<file path="src/rtl/serial_frame_tx.sv">
// -----------------------------------------------------------------------------
// serial_frame_tx
//   Transmit end of the single-wire serial link. Takes one DATA_W-bit word per
//   valid/ready handshake and sends it on tx_line as a bit-timed frame:
//   start bit (0), data LSB first, optional even parity bit, stop bit (1).
//   Every line bit is held for CLKS_PER_BIT clock cycles.
//
// Parameters
//   DATA_W        data bits per frame (>=1)
//   CLKS_PER_BIT  clk cycles each line bit is held (>=1)
//   PARITY_EN     1: even parity bit after the data, 0: no parity bit
//
// Ports
//   clk       in   system clock, all logic on posedge
//   rst       in   synchronous reset, active-high, overrides everything
//   tx_data   in   word to send, sampled only on the handshake edge
//   tx_valid  in   producer has a word on tx_data
//   tx_ready  out  block can accept a word (high only while idle)
//   tx_line   out  serial output, idles high
//   busy      out  high while a frame is on the line (start..stop)
//   done      out  one-cycle pulse in the last cycle of the stop bit
//
// All outputs come straight from flops. Their next values are derived from the
// next state, so a handshake at edge k puts the start bit on the line in the
// cycle that follows edge k.
// -----------------------------------------------------------------------------
module serial_frame_tx #(
    parameter int DATA_W       = 8,
    parameter int CLKS_PER_BIT = 4,
    parameter int PARITY_EN    = 1
) (
    input  logic              clk,
    input  logic              rst,
    input  logic [DATA_W-1:0] tx_data,
    input  logic              tx_valid,
    output logic              tx_ready,
    output logic              tx_line,
    output logic              busy,
    output logic              done
);

    localparam int CNT_W = (CLKS_PER_BIT > 1) ? $clog2(CLKS_PER_BIT) : 1;
    localparam int BIT_W = (DATA_W > 1) ? $clog2(DATA_W) : 1;

    localparam logic [CNT_W-1:0] CNT_MAX  = CNT_W'(CLKS_PER_BIT - 1);
    localparam logic [BIT_W-1:0] BIT_MAX  = BIT_W'(DATA_W - 1);
    localparam logic [CNT_W-1:0] CNT_ZERO = {CNT_W{1'b0}};
    localparam logic [BIT_W-1:0] BIT_ZERO = {BIT_W{1'b0}};
    localparam logic             PAR_ON   = (PARITY_EN != 0);

    typedef enum logic [2:0] {
        ST_IDLE   = 3'd0,
        ST_START  = 3'd1,
        ST_DATA   = 3'd2,
        ST_PARITY = 3'd3,
        ST_STOP   = 3'd4
    } state_t;

    // Even parity: the returned bit makes the total count of ones even.
    function automatic logic even_parity(input logic [DATA_W-1:0] word);
        return ^word;
    endfunction

    state_t              state_q,   state_d;
    logic [CNT_W-1:0]    clk_cnt_q, clk_cnt_d;
    logic [BIT_W-1:0]    bit_cnt_q, bit_cnt_d;
    logic [DATA_W-1:0]   shreg_q,   shreg_d;
    logic                parity_q,  parity_d;
    logic                line_q,    line_d;
    logic                busy_q,    busy_d;
    logic                done_q,    done_d;
    logic                ready_q,   ready_d;
    logic                bit_end_s;

    // Next-state, counter and shift-register logic.
    always_comb begin
        state_d   = state_q;
        clk_cnt_d = clk_cnt_q;
        bit_cnt_d = bit_cnt_q;
        shreg_d   = shreg_q;
        parity_d  = parity_q;
        bit_end_s = (clk_cnt_q == CNT_MAX);

        case (state_q)
            ST_IDLE: begin
                // tx_ready mirrors the idle state, so tx_valid alone completes the handshake here.
                if (tx_valid) begin
                    state_d   = ST_START;
                    shreg_d   = tx_data;
                    parity_d  = even_parity(tx_data);
                    clk_cnt_d = CNT_ZERO;
                    bit_cnt_d = BIT_ZERO;
                end else begin
                    state_d   = ST_IDLE;
                end
            end
            ST_START: begin
                if (bit_end_s) begin
                    state_d   = ST_DATA;
                    clk_cnt_d = CNT_ZERO;
                end else begin
                    clk_cnt_d = clk_cnt_q + CNT_W'(1);
                end
            end
            ST_DATA: begin
                if (bit_end_s) begin
                    clk_cnt_d = CNT_ZERO;
                    if (bit_cnt_q == BIT_MAX) begin
                        state_d   = PAR_ON ? ST_PARITY : ST_STOP;
                        bit_cnt_d = BIT_ZERO;
                    end else begin
                        bit_cnt_d = bit_cnt_q + BIT_W'(1);
                        shreg_d   = shreg_q >> 1'b1;
                    end
                end else begin
                    clk_cnt_d = clk_cnt_q + CNT_W'(1);
                end
            end
            ST_PARITY: begin
                if (bit_end_s) begin
                    state_d   = ST_STOP;
                    clk_cnt_d = CNT_ZERO;
                end else begin
                    clk_cnt_d = clk_cnt_q + CNT_W'(1);
                end
            end
            ST_STOP: begin
                if (bit_end_s) begin
                    state_d   = ST_IDLE;
                    clk_cnt_d = CNT_ZERO;
                end else begin
                    clk_cnt_d = clk_cnt_q + CNT_W'(1);
                end
            end
            default: begin
                state_d   = ST_IDLE;
                clk_cnt_d = CNT_ZERO;
                bit_cnt_d = BIT_ZERO;
            end
        endcase
    end

    // Registered outputs derived from the state being entered, so they line up with it.
    always_comb begin
        line_d = 1'b1;
        case (state_d)
            ST_IDLE:   line_d = 1'b1;
            ST_START:  line_d = 1'b0;
            ST_DATA:   line_d = shreg_d[0];
            ST_PARITY: line_d = parity_d;
            ST_STOP:   line_d = 1'b1;
            default:   line_d = 1'b1;
        endcase
        busy_d  = (state_d != ST_IDLE);
        ready_d = (state_d == ST_IDLE);
        done_d  = (state_d == ST_STOP) && (clk_cnt_d == CNT_MAX);
    end

    // State and output registers with synchronous reset.
    always_ff @(posedge clk) begin
        if (rst) begin
            state_q   <= ST_IDLE;
            clk_cnt_q <= CNT_ZERO;
            bit_cnt_q <= BIT_ZERO;
            shreg_q   <= {DATA_W{1'b0}};
            parity_q  <= 1'b0;
            line_q    <= 1'b1;
            busy_q    <= 1'b0;
            done_q    <= 1'b0;
            ready_q   <= 1'b1;
        end else begin
            state_q   <= state_d;
            clk_cnt_q <= clk_cnt_d;
            bit_cnt_q <= bit_cnt_d;
            shreg_q   <= shreg_d;
            parity_q  <= parity_d;
            line_q    <= line_d;
            busy_q    <= busy_d;
            done_q    <= done_d;
            ready_q   <= ready_d;
        end
    end

    assign tx_line  = line_q;
    assign busy     = busy_q;
    assign done     = done_q;
    assign tx_ready = ready_q;

endmodule

</file>
<file path="config.mk">
export PLATFORM = sky130hd
export DESIGN_NAME = serial_frame_tx
export DESIGN_NICKNAME = d
export VERILOG_FILES = /design/src/rtl/serial_frame_tx.sv
export SDC_FILE = /design/constraint.sdc
export NUM_CORES = 1
export LEC_CHECK = 0
export ABC_AREA = 1
export BUFFER_PORTS_ARGS = -buffer_cell sky130_fd_sc_hd__buf_2
export CORE_MARGIN = 8
export CORE_UTILIZATION = 26
export CTS_BUF_LIST = sky130_fd_sc_hd__clkbuf_4 sky130_fd_sc_hd__clkbuf_8
export CTS_CLUSTER_DIAMETER = 120
export DETAILED_ROUTE_END_ITERATION = 8
export PLACE_DENSITY_LB_ADDON = 0.3
export SYNTH_ARGS = -nofsm -noshare
export SYNTH_HDL_FRONTEND = slang
export SYNTH_SLANG_ARGS = --single-unit
</file>
<file path="constraint.sdc">
create_clock -name clk -period 2.8 [get_ports clk]
set_clock_uncertainty 0.2 [all_clocks]
set_input_delay 0.28 -clock clk [delete_from_list [all_inputs] [get_ports clk]]
set_output_delay 0.28 -clock clk [all_outputs]
set_load 0.02 [all_outputs]
</file>
==> impl_metrics.csv <==
group,metric,value,unit
worst_setup_path,crit_chain,"ha_1, inv_2, o21ai_1, nand3_1, nor3b_2, nor2_2, nand3_1",
timing,finalSetupViolations,0,
worst_setup_path,crit_path_frequent_cell,"nand3_1",
grt,grt_pass1_wl,4.62,mm
run_status,outcome,"finished, final reports clean",
layout,final_nets,217,
layout,layout_commonest_cell,"nand2_1",
worst_setup_path,cp_slowest_cell,"dfxtp_1",
place,io_buffer_count,14,
routing,via_per_inst,4.46,
synthesis,syn-num-nets,201,
synthesis,yosysTopAreaCellShare,34.7,%
worst_setup_path,endpoint_kind,"register",
worst_setup_path,worstSetupStartpointType,"register",
clock_network,cts_resized,0,
grt,antenna_found_initial,0,
timing,timing.final.crit_share,61.2,%
grt,use_met2,11.6,%
place,hpwl,1.95,mm
timing,tightest_slew,0.334,ns
pwr,ir_drop,191,uV
synthesis,seq_area_frac_synth,34.7,%
grt,gr-usage-all-layers,7.58,%
pwr,pwr-share-clk,30.6,%
clock_network,cts_num_sinks,21,
worst_setup_path,crit_arrival,1.67,ns
floorplan,io_pins,15,
layout,area_growth,13.9,%
layout,final_cell_mix,"nand2_1, dfxtp_1, inv_1, nor2_1, buf_2",
floorplan,chipHeight,84.2,um
clock_network,cts_tree,"done",
layout,antenna_cells,0,
clock_network,clk_latency,0.26,ns
floorplan,design.core.area,0.00460,sq mm
pwr,pwr-share-comb,18.7,%
worst_hold_path,holdPathStages,3,
pwr,power.total,0.000641,W
pwr,swShare,28.6,%
job,cap_viol_max_count,0,
clock_network,cts_root_buf,"clkbuf_8",
grt,grt_max_degree,17,
grt,busiest_layer,"met2",
pwr,leakagePower,0.701,nW
layout,drive_gt1_share,19.3,%
worst_setup_path,critPathRequiredTime,2.76,ns
routing,drc,0,
synthesis,synth_area_leaders,"dfxtp_1, nand2_1, inv_1, nor2_1, a21oi_1",
routing,antenna_left,0,
routing,vias,1142,
routing,drt-wirelength-per-cell,9.94,um
worst_setup_path,critPathMaxStageDelay,0.37,ns
pwr,seq_power_share,50.6,%
clock_network,clk_pin_slew,0.08,ns
synthesis,synth_cell_types,24,
worst_hold_path,hold_class,"in2reg",
timing,achievable-frequency,0.583,GHz
pwr,p_sw,0.000183,W
floorplan,die_width,84.2,um
pwr,p_int,0.000458,W
synthesis,avgSynthCellArea,6.47,sq um
synthesis,syn_inst,187,
worst_setup_path,crit_fanout,5,
worst_setup_path,rr_worst_depth,7,
grt,grt.overflow.total,0,
routing,drt_iter0_drc,73,
layout,design_area,0.00138,sq mm
timing,max_slew_margin,77.7,%
floorplan,start_util,26.3,%
clock_network,cts_made_buffers,3,
pwr,pwr_density_cell,465,mW/mm^2
synthesis,netlist_area,0.00121,sq mm
clock_network,hold_buffers,0,
clock_network,postCtsSetupBuffers,0,
synthesis,synth-seq-cells,21,
grt,grtUsageMet1,9.83,%
clock_network,clock_path_buffers,2,
timing,tns,0,ns
routing,dr.pass1.iters,4,
place,dpl_cell_area,0.00133,sq mm
place,gp_congestion,0.766,
routing,drt_wl_total,2.55,mm
timing,drv_slew,0,
synthesis,ys_warn_count,0,
grt,grt_util_met3,2.90,%
floorplan,die_area,0.00709,sq mm
timing,final.min_clock_period,1.71,ns
clock_network,cts_max_level,1,
worst_setup_path,critPathKind,"reg2reg",
timing,rsz0062_at_grt,"no",
grt,grt_pass1_vias,1039,
timing,hold_viol_final,0,
layout,fillCellCount,518,
floorplan,num_rows,25,
synthesis,synth.largest_area_cell,"dfxtp_1",
[synth_stat cells]
library cell and instances:
nand3_1 11, ha_1 3, inv_1 20, nand4_1 1
nor3_1 2, o21ai_1 2, inv_2 9, buf_2 1
clkbuf_1 1, or2_1 1, nand2_4 2, nor2_1 20
nor3b_2 1, nor2_2 6, buf_4 1, nand2_1 61
o21ai_0 3, a21oi_2 1, a21oi_1 11, o211ai_2 1
xnor2_1 1, dfxtp_1 21, nand3_2 1, a32oi_1 6
[per-stage QoR]
| stage | util [%] | hold WS [ns] | instances | worst slack [ns] |
|---|---|---|---|---|
| after floorplan | - | 0.227 | 187 | 1.25 |
| after global placement | 29.0 | 0.258 | 252 | 1.11 |
| after detailed placement | 29.0 | 0.258 | 252 | 1.10 |
| after CTS | 30.0 | 0.119 | 256 | 1.09 |
| after global routing | 30.0 | 0.124 | 256 | 0.925 |
| final | 30.0 | 0.117 | 256 | 1.09 |
[registers in the layout, summed over array words and instances, names as in the netlist]
| signal | flops |
|---|---|
| shreg_q | 8 |
| bit_cnt_q | 3 |
| state_q | 3 |
| clk_cnt_q | 2 |
| busy | 1 |
| done | 1 |
| parity_q | 1 |
| tx_line | 1 |
| tx_ready | 1 |
[cell type report]
cell class | instances | area, sq um | share of cell area [%]
flip-flops and latches | 21 | 420 | 30.5
clock inverters | 1 | 5.00 | 0.363
well taps | 54 | 67.6 | 4.90
multi-input cells | 134 | 664 | 48.2
clock buffers | 3 | 41.3 | 3.00
repair buffers | 14 | 70.1 | 5.09
inverters | 29 | 109 | 7.90
[routing by layer]
layer | wire, um | vias to the layer above
met5 | 0 | -
met4 | 12 | 0
met3 | 123 | 2
met2 | 1170 | 17
met1 | 1240 | 500
li1 | - | 623
[path summary, 6_finish.rpt]
check	from	endpoint	slack [ns]
worst max-delay path	clk_cnt_q[0]	tx_line	1.09
worst min-delay path	tx_data[7]	shreg_q[7]	0.12
worst max register to register	clk_cnt_q[0]	tx_line	1.09
worst min register to register	shreg_q[7]	shreg_q[7]	0.27
[critical path, delay by kind of cell (launching register included)]
family	cells	cell delay (ns)
simple gates	4	0.55
compound gates	1	0.12
buf+inv	1	0.10
fa+ha+maj	1	0.27
flops	1	0.37
[kinds of logic after synthesis]
logic type | Yosys count | share of synthesized area, %
AND/OR/NAND/NOR | 106 | 38.4
buffers and inverters | 32 | 10.3
adder cells (fa/ha/maj) | 3 | 3.10
flip-flops | 21 | 34.7
AO/OA/AOI/OAI | 24 | 12.7
XOR/XNOR | 1 | 0.724
[power groups by stage]
stage          Combinational (W)  Sequential, W  Clock, W
2_1_floorplan          0.0000836       0.000335         0
3_3_place_gp            0.000121       0.000331         0
3_5_place_dp            0.000121       0.000331         0
4_1_cts                 0.000122       0.000324  0.000207
5_1_grt                 0.000140       0.000327  0.000223
6_report                0.000120       0.000325  0.000196
(Power assumes the default switching activity.)
